**src/rtl/mem_access_ctrl.sv**
```systemverilog
// MEM-stage data-memory sequencer: turns load/store intent into one registered
// req/ack bus transaction, stalls the pipeline meanwhile, and reports errors.
module mem_access_ctrl #(
  parameter int unsigned TIMEOUT = 16
) (
  input  logic        clk,
  input  logic        rst,
  input  logic        MemRead,
  input  logic        MemWrite,
  input  logic        AddrMode,
  input  logic [31:0] addr,
  input  logic [31:0] wdata,
  output logic        stall,
  output logic [31:0] rdata,
  output logic        rdata_valid,
  output logic        err_misalign,
  output logic        err_timeout,
  output logic        mem_req,
  output logic        mem_we,
  output logic [31:0] mem_addr,
  output logic [31:0] mem_wdata,
  output logic [3:0]  mem_wstrb,
  input  logic        mem_ack,
  input  logic [31:0] mem_rdata
);

  // Bus handshake: mem_req rises with all bus fields registered together and
  // they stay frozen until the single-cycle mem_ack (or the timeout) ends the
  // transfer on that same edge; mem_ack outside an open request is ignored.

  typedef enum logic [1:0] {
    IDLE = 2'd0,
    REQ  = 2'd1,
    DONE = 2'd2
  } state_e;

  localparam logic [7:0] CNT_LAST = 8'(TIMEOUT - 1);

  state_e      state_q, state_d;
  logic [7:0]  cnt_q, cnt_d;
  logic        req_q, req_d;
  logic        we_q, we_d;
  logic [31:0] maddr_q, maddr_d;
  logic [31:0] mwdata_q, mwdata_d;
  logic [3:0]  wstrb_q, wstrb_d;
  logic [31:0] rdata_q, rdata_d;
  logic        is_read_q, is_read_d;
  logic        byte_q, byte_d;
  logic [1:0]  lane_q, lane_d;
  logic        misalign_q, misalign_d;
  logic        timeout_q, timeout_d;

  logic        access;
  logic [7:0]  lane_byte;

  assign access = MemRead | MemWrite;

  always_comb begin
    lane_byte = mem_rdata[7:0];
    case (lane_q)
      2'd0: lane_byte = mem_rdata[7:0];
      2'd1: lane_byte = mem_rdata[15:8];
      2'd2: lane_byte = mem_rdata[23:16];
      2'd3: lane_byte = mem_rdata[31:24];
      default: lane_byte = mem_rdata[7:0];
    endcase
  end

  always_comb begin
    state_d    = state_q;
    cnt_d      = cnt_q;
    req_d      = req_q;
    we_d       = we_q;
    maddr_d    = maddr_q;
    mwdata_d   = mwdata_q;
    wstrb_d    = wstrb_q;
    rdata_d    = rdata_q;
    is_read_d  = is_read_q;
    byte_d     = byte_q;
    lane_d     = lane_q;
    misalign_d = misalign_q;
    timeout_d  = timeout_q;

    case (state_q)
      IDLE: begin
        cnt_d      = 8'd0;
        misalign_d = 1'b0;
        timeout_d  = 1'b0;
        if (access) begin
          // A simultaneous read+write request is treated as a store.
          is_read_d = ~MemWrite;
          byte_d    = AddrMode;
          lane_d    = addr[1:0];
          if (!AddrMode && (addr[1:0] != 2'b00)) begin
            misalign_d = 1'b1;
            rdata_d    = 32'd0;
            state_d    = DONE;
          end else begin
            req_d   = 1'b1;
            we_d    = MemWrite;
            maddr_d = {addr[31:2], 2'b00};
            if (MemWrite) begin
              wstrb_d  = AddrMode ? (4'b0001 << addr[1:0]) : 4'b1111;
              mwdata_d = AddrMode ? {4{wdata[7:0]}} : wdata;
            end else begin
              wstrb_d  = 4'b0000;
              mwdata_d = 32'd0;
            end
            state_d = REQ;
          end
        end
      end

      REQ: begin
        if (mem_ack) begin
          if (is_read_q) begin
            rdata_d = byte_q ? {24'd0, lane_byte} : mem_rdata;
          end
          req_d   = 1'b0;
          we_d    = 1'b0;
          wstrb_d = 4'b0000;
          cnt_d   = 8'd0;
          state_d = DONE;
        end else if (cnt_q == CNT_LAST) begin
          timeout_d = 1'b1;
          rdata_d   = 32'd0;
          req_d     = 1'b0;
          we_d      = 1'b0;
          wstrb_d   = 4'b0000;
          cnt_d     = 8'd0;
          state_d   = DONE;
        end else begin
          cnt_d = cnt_q + 8'd1;
        end
      end

      DONE: begin
        // The instruction that just finished still drives MemRead/MemWrite
        // here; going straight to IDLE keeps it from retriggering.
        state_d = IDLE;
      end

      default: state_d = IDLE;
    endcase
  end

  always_ff @(posedge clk) begin
    if (rst) begin
      state_q    <= IDLE;
      cnt_q      <= 8'd0;
      req_q      <= 1'b0;
      we_q       <= 1'b0;
      maddr_q    <= 32'd0;
      mwdata_q   <= 32'd0;
      wstrb_q    <= 4'b0000;
      rdata_q    <= 32'd0;
      is_read_q  <= 1'b0;
      byte_q     <= 1'b0;
      lane_q     <= 2'd0;
      misalign_q <= 1'b0;
      timeout_q  <= 1'b0;
    end else begin
      state_q    <= state_d;
      cnt_q      <= cnt_d;
      req_q      <= req_d;
      we_q       <= we_d;
      maddr_q    <= maddr_d;
      mwdata_q   <= mwdata_d;
      wstrb_q    <= wstrb_d;
      rdata_q    <= rdata_d;
      is_read_q  <= is_read_d;
      byte_q     <= byte_d;
      lane_q     <= lane_d;
      misalign_q <= misalign_d;
      timeout_q  <= timeout_d;
    end
  end

  // A timed-out read is not a completed read, so it raises no rdata_valid.
  assign stall        = ((state_q == IDLE) && access) || (state_q == REQ);
  assign rdata        = rdata_q;
  assign rdata_valid  = (state_q == DONE) && is_read_q && !timeout_q;
  assign err_misalign = (state_q == DONE) && misalign_q;
  assign err_timeout  = (state_q == DONE) && timeout_q;
  assign mem_req      = req_q;
  assign mem_we       = we_q;
  assign mem_addr     = maddr_q;
  assign mem_wdata    = mwdata_q;
  assign mem_wstrb    = wstrb_q;

endmodule

```
**config.mk**
```make
export PLATFORM = sky130hd
export DESIGN_NAME = mem_access_ctrl
export DESIGN_NICKNAME = d
export VERILOG_FILES = /design/src/rtl/mem_access_ctrl.sv
export SDC_FILE = /design/constraint.sdc
export NUM_CORES = 1
export LEC_CHECK = 0
export BUFFER_PORTS_ARGS = -buffer_cell sky130_fd_sc_hd__buf_2
export CAP_MARGIN = 20
export CORE_MARGIN = 4
export CORE_UTILIZATION = 30
export CTS_BUF_LIST = sky130_fd_sc_hd__clkbuf_8 sky130_fd_sc_hd__clkbuf_16
export DETAILED_ROUTE_END_ITERATION = 16
export MAX_ROUTING_LAYER = met4
export PLACE_DENSITY = 0.58
export SLEW_MARGIN = 20
export SYNTH_ARGS = -nofsm -noshare
export SYNTH_HDL_FRONTEND = slang
export SYNTH_SLANG_ARGS = --single-unit
```
**constraint.sdc**
```tcl
create_clock -name clk -period 3.1 [get_ports clk]
set_clock_uncertainty 0.1 [all_clocks]
set_input_delay 0.155 -clock clk [delete_from_list [all_inputs] [get_ports clk]]
set_output_delay 0.155 -clock clk [all_outputs]
set_load 0.01 [all_outputs]
```
After elaboration in Yosys (flattened, before gate mapping)
Cells that the tools add are included.

Flip-flop bits (word level): 116. Input port bits: 102. Output and inout port bits: 106.

Add/sub/neg operators: 1. Equality and inequality tests: 13. Shift operators: 1. Multiplexer cells: 38. Bitwise operators: 3. Reduce and logical (&&, ||, !) cells: 19.

Operator list (number): $mux W32 (8); $pmux W32 S2 (1); $pmux W8 S4 (1); $mux W4 (6); $mux W8 (2); $pmux W8 S2 (1); $mux W1 (10); $ne A2 B2 Y1 const B (5); $add A8 B1 Y8 const B (1); $eq A8 B4 Y1 const B (1); $mux W2 (4); $pmux W4 S2 (1); $eq A2 B2 Y1 const B (3); $logic_and A1 B1 Y1 (6); $ne A3 B3 Y1 const B (2); $pmux W1 S2 (3); $reduce_and A3 Y1 (2); $reduce_and A5 Y1 (1); $eq A2 B1 Y1 const B (2); $logic_not A2 Y1 (2); $pmux W2 S2 (1); $reduce_and A2 Y1 (2); $reduce_and A4 Y1 (1); $reduce_bool A2 Y1 (2); 5 further kinds (7).

Depth between registers and ports, before layout
Gate-level depths: netlist of run 1.

Depth in word-level cells: 6. Depth in mapped cells: 8. Gate-level depth less buffers: 5.

Worst setup path before layout of run 1
No wires, ideal clock.

Kind: register to register. From: register cnt_q[0]. To: register rdata_q[2], in the netlist rdata[2]. Arrival time: 1.463 ns. Slack: 1.413 ns. Cell stages (with the launch flop): 7. Clock period less this slack: 1.687 ns. Path through: dfxtp_1 > ha_1 > and4b_1 > a21o_1 > nand3_2 > buf_4 > mux2i_1.

Word-level cells in the longest chain between the ends: 3.

RTL lines: from (decl) (RTL line 40) `logic [7:0] cnt_q, cnt_d;`; from (signal assigned) (RTL line 164) `cnt_q <= cnt_d;`; $eq A8 B4 Y1 (RTL line 124) `end else if (cnt_q == CNT_LAST) begin`; $ne A3 B3 Y1 (no source line); $reduce_and A5 Y1 (no source line); to (signal assigned) (RTL line 170) `rdata_q <= rdata_d;`; to (decl) (RTL line 46) `logic [31:0] rdata_q, rdata_d;`.

No other way between the ends. A chain may end at the register's enable or synchronous reset.

Worst setup path in the final report of run 1
From: register cnt_q[0]. To: register rdata_q[14], in the netlist rdata[14].

The elaborated chain is that of the path after synthesis.

==> impl_metrics.env, run 1 <==
export IMPL_p_clk_frac=0.466
export IMPL_numCtsBuffers=17
export IMPL_avgViaCountPerCell=4.57
export IMPL_max_cap_viol_count=0
export IMPL_clk_path_buf_depth=2
export IMPL_start_util=0.310
export IMPL_required_ns=3.28
export IMPL_ir_worst_vdd_mv=0.392
export IMPL_drive_above_1_share=0.295
export IMPL_area_delta_synth_final_pct=49.1
export IMPL_first_global_vias=4855
export IMPL_rsz0062_at_grt="no"
export IMPL_synth_edff_count=0
export IMPL_cp_max_fo=17
export IMPL_antenna_found_initial=1
export IMPL_ios=208
export IMPL_drc=0
export IMPL_core_um2=16100
export IMPL_p_int_w=0.00318
export IMPL_dr_pass1_iters=4
export IMPL_drt_iter0_markers=180
export IMPL_cp_start_kind="flip-flop"
export IMPL_critPathArrivalTime_ns=2.57
export IMPL_cts_htree_levels=4
export IMPL_switching_share=0.251
export IMPL_numPortBuffers=205
export IMPL_num_rows=46
export IMPL_place_congestion=0.766
export IMPL_cts_tree="built"
export IMPL_yosys_warnings=0
export IMPL_p_sw_w=0.00107
export IMPL_tns_ns=0
export IMPL_dieHeight_um=137
export IMPL_dieWidth_um=137
export IMPL_yosys_area_top_type="dfxtp_1"
export IMPL_drv_slew=0
export IMPL_place_inst=967
export IMPL_wl_per_cell_um=14.9
export IMPL_root_buffer="clkbuf_16"
export IMPL_drtAntennaViolNets=0
export IMPL_synth_commonest_cells="116 x dfxtp_1, 113 x nand2_1, 63 x a21oi_1"
export IMPL_status="completed"
export IMPL_grt_total_usage=0.170
export IMPL_grt_pass1_wl_um=24400
export IMPL_fin_cells=1065
export IMPL_p_comb_frac=0.153
export IMPL_synth_avg_cell_area_um2=8.54
export IMPL_max_slew_worst_pin_slew_ns=0.722
export IMPL_finalNetCount=940
export IMPL_dieArea_um2=18800
export IMPL_clk_pin_slew_worst_paths_ns=0.06
export IMPL_finalSetupViolCount=0
export IMPL_yosys_most_used_dff="dfxtp_1"
export IMPL_place_hpwl_um=10900
export IMPL_syn_inst=584
export IMPL_synth_top_area_share=0.466
export IMPL_cts_sinks=116
export IMPL_fin_crit_ns=2.39
export IMPL_yosysMostFrequentCell="dfxtp_1"
export IMPL_nFillCells=1593
export IMPL_overflow=0
export IMPL_p_leak_nw=3.37
export IMPL_cts_repair_resized=0
export IMPL_async_flop_share=0
export IMPL_hp_class="input pin to flip-flop"
export IMPL_slew_headroom=0.519
export IMPL_final_hold_viol_count=0
export IMPL_period_share=0.771
export IMPL_grt_max_degree=68
export IMPL_synth_seq_cells=116
export IMPL_crit_type="flip-flop to flip-flop"
export IMPL_endpoint_kind="flip-flop"
export IMPL_via_count=4864
export IMPL_netlist_area_um2=4990
export IMPL_synth_yosys_seq_area_share=0.466
export IMPL_synthTopCellsByArea="dfxtp_1 47%, mux2i_1 8.6%, nand2_1 8.5%"
export IMPL_p_per_area_nw_per_um2=572
export IMPL_yosysUniqueCellTypes=50
export IMPL_routed_wl_um=15900
export IMPL_power_frac_seq=0.381
export IMPL_max_freq_mhz=419
export IMPL_clk_latency_ns=0.40
flip-flops by register name, indices dropped and copies added (netlist names):
name / count
byte_q: 1
cnt_q: 8
is_read_q: 1
lane_q: 2
mem_addr: 30
mem_req: 1
mem_wdata: 32
mem_we: 1
mem_wstrb: 4
misalign_q: 1
rdata: 32
state_q: 2
timeout_q: 1
cell type report:
class | instances | area [um2] | area share
Antenna cell | 1 | 2.50 | 0.000336
Clock buffer | 20 | 467 | 0.0627
Clock inverter | 10 | 133 | 0.0178
Inverter | 3 | 11.3 | 0.00151
Multi-Input combinational cell | 419 | 2450 | 0.329
Sequential cell | 116 | 2320 | 0.312
Tap cell | 216 | 270 | 0.0363
Timing Repair Buffer | 280 | 1780 | 0.240
cells in the final DEF, fill, tap and decap left out, drive strengths merged, types with 2 or more instances in the layout:
cell / n
nand2b: 34
dlygate4sd3: 67
xnor2: 2
dfxtp: 116
o21ai: 32
clkinvlp: 2
nor2: 27
clkbuf: 20
and3: 2
a2bb2oi: 8
inv: 4
nand3: 4
bufinv: 3
o221ai: 8
conb: 2
mux2i: 43
a21o: 2
a22o: 3
clkinv: 4
or3b: 2
and3b: 2
nor3: 6
nor2b: 26
buf: 213
o21bai: 2
a31oi: 2
nand2: 113
nor4bb: 3
and2: 11
a22oi: 8
a21oi: 64
kinds of logic (layout without fill, tap and decap cells):
logic type | count (synthesis) | in the layout | synth area share
buffers and inverters | 50 | 313 | 0.0454
adder cells (fa/ha/maj) | 1 | 1 | 0.00251
other | 1 | 3 | 0.000752
multiplexers | 43 | 43 | 0.0863
XOR/XNOR | 2 | 2 | 0.00351
flip-flops | 116 | 116 | 0.466
AND/OR/NAND/NOR | 237 | 237 | 0.235
AO/OA/AOI/OAI | 134 | 134 | 0.161
worst max-delay path: stages, from the launching register on:
cell     delay, ns
dfxtp_1       0.38
ha_1          0.21
and4b_1       0.30
a21o_1        0.21
nand3_2       0.53
buf_12        0.39
mux2i_1       0.13
stage by stage:
stage          hold WS [ns]  power (W)  utilization  setup slack [ns]  cell area, um2
4_1_cts              0.0109    0.00431        0.461             0.746            7440
3_3_place_gp          0.298    0.00224        0.383             0.814            6170
6_report             0.0244    0.00425        0.462             0.711            7440
3_5_place_dp          0.300    0.00224        0.383             0.766            6170
2_1_floorplan         0.151    0.00200            -              1.41            4990
5_1_grt              0.0341    0.00443        0.462             0.617            7440
power by group through the flow:
stage,combinational (W),sequential [W],clock [W]
6_report,0.000648,0.00162,0.00198
5_1_grt,0.000712,0.00163,0.00209
4_1_cts,0.000655,0.00162,0.00204
3_5_place_dp,0.000588,0.00165,0
3_3_place_gp,0.000588,0.00165,0
2_1_floorplan,0.000332,0.00167,0
layer usage:
metal,routed length (um),part of all wire,track usage,up-vias
met4,153,0.0096,0.0565,0
met5,0,0,-,-
met3,1070,0.067,0.0430,10
met1,7380,0.47,0.214,2185
met2,7260,0.46,0.268,173
li1,-,-,-,2496
path summary, 6_finish.rpt:
path / from / endpoint / slack, ns / cells past startpoint
worst max-delay path: cnt_q[0] / rdata[14] / 0.71 / 6
worst min-delay path: mem_rdata[0] / rdata[0] / 0.02 / 3
worst max register to register: cnt_q[0] / rdata[14] / 0.71 / 6
worst min register to register: mem_we / mem_we / 0.34 / 1
repair_timing:
action | CTS | global route
hold buffers | 67 | 0
endpoints found under the setup margin | 0 | 0
setup buffers | 0 | 0
hold endpoints to repair | 68 | 0
Power figures use the tool's default switching activity.
==> inputs of run 2 (changes only) <==
- PLACE_DENSITY: 0.58 -> 0.6
- clock period: 3.1 -> 1.99 ns (I/O delays scaled with it)
==> impl_metrics.env, run 2 (synthesis gave the netlist of run 1 again) <==
export IMPL_cp_start_kind="flip-flop"
export IMPL_num_rows=46
export IMPL_area_delta_synth_final_pct=53.3
export IMPL_ios=208
export IMPL_drv_slew=0
export IMPL_layout_commonest_cell="buf_2"
export IMPL_hold_depth=3
export IMPL_start_util=0.310
export IMPL_nFillCells=1532
export IMPL_final_cell_mix="204 x buf_2, 116 x dfxtp_1, 113 x nand2_1, 81 x dlygate4sd3_1, 63 x a21oi_1"
export IMPL_postCtsSetupRepairBufs=0
export IMPL_drtAntennaViolNets=0
export IMPL_regArea_um2=2320
export IMPL_crit_chain="ha_1 > and4b_1 > a21o_1 > nand3_2 > buf_4 > mux2i_1"
export IMPL_slew_headroom=0.661
export IMPL_dieHeight_um=137
export IMPL_critical_path_max_stage_delay_ns=0.38
export IMPL_core_um2=16100
export IMPL_drt_iter0_markers=191
export IMPL_path_depth=6
export IMPL_clk_pin_slew_worst_paths_ns=0.06
export IMPL_numPortBuffers=205
export IMPL_rsz0062_at_grt="no"
export IMPL_max_freq_mhz=541
export IMPL_finalSetupViolCount=0
export IMPL_clk_latency_ns=0.41
export IMPL_tns_ns=0
export IMPL_grt_busiest_layer="met2"
export IMPL_grt_use_met1=0.206
export IMPL_cts_sinks=116
export IMPL_use_met2=0.284
export IMPL_cts_tree="built"
export IMPL_dieArea_um2=18800
export IMPL_cts_repair_resized=0
export IMPL_antenna_found_initial=0
export IMPL_clk_path_buf_depth=2
export IMPL_numCtsBuffers=17
export IMPL_place_congestion=0.747
export IMPL_root_buffer="clkbuf_16"
export IMPL_hp_class="input pin to flip-flop"
export IMPL_finalNetCount=960
export IMPL_crit_family="simple AND/OR/NAND/NOR gates"
export IMPL_status="completed"
export IMPL_fin_crit_ns=1.85
export IMPL_max_cap_viol_count=0
export IMPL_cts_htree_levels=4
export IMPL_critical_path_buf_inv_count=1
export IMPL_period_share=0.929
export IMPL_multi_input_area_um2=2450
export IMPL_grt_max_degree=114
export IMPL_grt_total_usage=0.175
export IMPL_p_per_area_nw_per_um2=862
export IMPL_slowest_stage="dfxtp_1"
export IMPL_cp_max_fo=10
export IMPL_grt_pass1_wl_um=25000
export IMPL_dr_pass1_iters=4
export IMPL_use_met3=0.0504
export IMPL_overflow=0
export IMPL_drive_above_1_share=0.298
export IMPL_r2r_cells=6
export IMPL_required_ns=2.18
export IMPL_via_count=4963
export IMPL_dieWidth_um=137
export IMPL_wl_per_cell_um=14.9
export IMPL_final_core_util=0.475
export IMPL_drc=0
export IMPL_max_slew_worst_pin_slew_ns=0.509
export IMPL_avgViaCountPerCell=4.57
export IMPL_critPathArrivalTime_ns=2.04
export IMPL_routed_wl_um=16200
export IMPL_endpoint_kind="flip-flop"
export IMPL_ir_worst_vdd_mv=0.618
export IMPL_p_leak_nw=3.44
export IMPL_first_global_vias=5026
export IMPL_crit_type="flip-flop to flip-flop"
export IMPL_final_hold_viol_count=0
export IMPL_cts_hold_fix_buffers=81
export IMPL_place_hpwl_um=10700
## run 2: final timing paths
kind | startpoint | end | slack, ns
setup / recovery | cnt_q[0] | rdata[4] | 0.14
hold / removal | mem_rdata[4] | rdata[4] | 0.02
setup reg to reg | cnt_q[0] | rdata[4] | 0.14
hold reg to reg | mem_wdata[10] | mem_wdata[10] | 0.35
## run 2: worst min-delay path: cells and delay by family
family / cells / cell delay, ns
buf+inv: 1 / 0.09
mux: 1 / 0.15
compound gates: 1 / 0.14
## run 2: final cells by class
class / instances / share of cell area
Antenna cell: 1 / 0.000327
Sequential cell: 116 / 0.304
Timing Repair Buffer: 300 / 0.262
Tap cell: 216 / 0.0353
Inverter: 3 / 0.00147
Clock buffer: 17 / 0.0556
Clock inverter: 15 / 0.0209
Multi-Input combinational cell: 419 / 0.320
## run 2: per-layer routing
metal / vias up / part of all wire
li1: 2532 / -
met1: 2238 / 0.43
met2: 168 / 0.48
met3: 25 / 0.064
met4: 0 / 0.021
met5: - / 0
## run 2: metrics by stage
stage | setup WS (ns) | instances | hold slack [ns] | power, W | area [um2]
floorplan | 0.303 | 585 | 0.0951 | 0.00312 | 4990
global placement | 0.208 | 973 | 0.240 | 0.00351 | 6250
detailed placement | 0.152 | 973 | 0.246 | 0.00351 | 6250
CTS | 0.138 | 1086 | 0.00366 | 0.00667 | 7640
global route | 0.00609 | 1086 | 0.0372 | 0.00688 | 7640
finish | 0.140 | 1087 | 0.0154 | 0.00659 | 7650
## run 2: power breakdown
part / total, W / leakage [nW] / switching (W) / internal (W)
Clock: 0.00301 / 0.271 / 0.00116 / 0.00185
Sequential: 0.00251 / 0.944 / 0.0000689 / 0.00244
Combinational: 0.00107 / 2.23 / 0.000560 / 0.000513
Total: 0.00659 / 3.44 / 0.00179 / 0.00480
==> inputs of run 3 (changes only) <==
- SETUP_SLACK_MARGIN: default -> 0.4
==> impl_metrics.env, run 3 (synthesis gave the netlist of run 1 again) <==
export IMPL_place_hpwl_um=10600
export IMPL_critical_path_max_stage_delay_ns=0.36
export IMPL_tns_ns=0
export IMPL_critPathArrivalTime_ns=1.87
export IMPL_crit_type="flip-flop to flip-flop"
export IMPL_slowest_stage="dfxtp_4"
export IMPL_area_delta_synth_final_pct=59.1
export IMPL_clk_latency_ns=0.41
export IMPL_fin_crit_ns=1.69
export IMPL_wl_per_cell_um=15.0
export IMPL_hp_class="input pin to flip-flop"
export IMPL_clk_pin_slew_worst_paths_ns=0.06
export IMPL_p_per_area_nw_per_um2=835
export IMPL_use_met2=0.284
export IMPL_grt_pass1_wl_um=25500
export IMPL_r2r_cells=6
export IMPL_grt_max_degree=50
export IMPL_critical_path_buf_inv_count=1
export IMPL_ios=208
export IMPL_grt_use_met1=0.217
export IMPL_grt_busiest_layer="met2"
export IMPL_overflow=0
export IMPL_use_met3=0.0489
export IMPL_hold_depth=4
export IMPL_clk_path_buf_depth=2
export IMPL_cp_max_fo=8
export IMPL_numCtsBuffers=17
export IMPL_crit_chain="ha_4 > and4b_2 > a21o_1 > nand3_4 > clkbuf_16 > mux2i_2"
export IMPL_num_antenna_cells=0
export IMPL_cts_htree_levels=4
export IMPL_cts_tree="built"
export IMPL_final_area_um2=7940
export IMPL_routed_wl_um=16600
export IMPL_max_cap_viol_count=0
export IMPL_antenna_found_initial=0
export IMPL_required_ns=2.18
export IMPL_numPortBuffers=205
export IMPL_endpoint_kind="flip-flop"
export IMPL_layout_commonest_cell="buf_2"
export IMPL_crit_family="simple AND/OR/NAND/NOR gates"
export IMPL_place_congestion=0.756
export IMPL_root_buffer="clkbuf_16"
export IMPL_num_rows=46
export IMPL_start_util=0.310
export IMPL_period_share=0.848
export IMPL_grt_total_usage=0.178
export IMPL_first_global_vias=5063
export IMPL_final_hold_viol_count=0
export IMPL_finalNetCount=982
export IMPL_slew_headroom=0.643
export IMPL_dieWidth_um=137
export IMPL_cts_sinks=116
export IMPL_status="completed"
export IMPL_ir_worst_vdd_mv=0.536
export IMPL_final_core_util=0.493
export IMPL_reg2reg_setup_slack_ns=0.30
export IMPL_drv_slew=0
export IMPL_cp_start_kind="flip-flop"
export IMPL_finalSetupViolCount=0
export IMPL_p_leak_nw=3.57
export IMPL_dieHeight_um=137
export IMPL_placedInstanceArea_um2=6250
export IMPL_drive_above_1_share=0.322
export IMPL_drtAntennaViolNets=0
export IMPL_core_um2=16100
export IMPL_avgViaCountPerCell=4.66
export IMPL_final_cell_mix="204 x buf_2, 113 x nand2_1, 112 x dfxtp_1, 90 x dlygate4sd3_1, 62 x a21oi_1"
export IMPL_drt_iter0_markers=240
export IMPL_whs_ns=0.0169
export IMPL_max_freq_mhz=592
export IMPL_dieArea_um2=18800
export IMPL_max_slew_worst_pin_slew_ns=0.536
export IMPL_via_count=5161
export IMPL_rsz0062_at_grt="yes"
export IMPL_dr_pass1_iters=4
export IMPL_power_w=0.00663
export IMPL_path_depth=6
export IMPL_drc=0
[run 3: cell count changes in the layout (fill, tap and decap cells not counted), sizes merged]
| cell | previous run | this run |
|---|---|---|
| buf | 219 | 230 |
| dlygate4sd3 | 81 | 90 |
| clkbuf | 17 | 19 |
| clkinvlp | 5 | 4 |
| diode | 1 | 0 |
| inv | 4 | 5 |
[run 3: stage by stage]
| stage | cells | setup WS, ns |
|---|---|---|
| global route | 1108 | 0.261 |
| detailed placement | 973 | 0.270 |
| floorplan | 585 | 0.401 |
| CTS | 1102 | 0.310 |
| finish | 1108 | 0.302 |
| global placement | 973 | 0.334 |
[run 3: worst reg2reg max path: cells and delay by family (launching register included)]
| family | cells | cell delay [ns] |
|---|---|---|
| and+or+nand+nor | 2 | 0.41 |
| DFF | 1 | 0.36 |
| buffers and inverters | 1 | 0.22 |
| AOI/OAI and AO/OA | 1 | 0.21 |
| muxes | 1 | 0.15 |
| adders and majority gates | 1 | 0.13 |
[run 3: area by class of cell]
| type | count | area, um2 |
|---|---|---|
| Multi-Input combinational cell | 419 | 2530 |
| Timing Repair Buffer | 322 | 2220 |
| Sequential cell | 116 | 2340 |
| Inverter | 3 | 11.3 |
| Clock inverter | 15 | 141 |
| Tap cell | 216 | 270 |
| Fill cell | 1526 | 8180 |
| Clock buffer | 17 | 425 |
[run 3: final timing paths]
| check | from | endpoint |
|---|---|---|
| min reg2reg | mem_addr[11] | mem_addr[11] |
| min | wdata[31] | mem_wdata[31] |
| max | cnt_q[0] | rdata[4] |
| max reg2reg | cnt_q[0] | rdata[4] |
[run 3: power by group]
| part | internal (W) | switching, W | leakage, nW |
|---|---|---|---|
| sequential | 0.00244 | 0.0000667 | 0.947 |
| combinational | 0.000583 | 0.000599 | 2.35 |
| clock | 0.00182 | 0.00111 | 0.276 |
[run 3: metal layers]
metal | part of all wire | vias to the layer above | wire length, um
li1 | - | 2571 | -
met1 | 0.44 | 2374 | 7280
met2 | 0.48 | 192 | 7980
met3 | 0.065 | 24 | 1080
met4 | 0.016 | 0 | 274
met5 | 0 | - | 0
[run 3: what timing repair did]
item | in CTS | in global routing
hold buffers | 90 | 0
endpoints found under the hold margin | 100 | 0
gates resized for setup | 9 | 16
cloned | 1 | 1
endpoints found under the setup margin | 110 | 111
buffers inserted | 6 | 5
pin swaps | 5 | 6
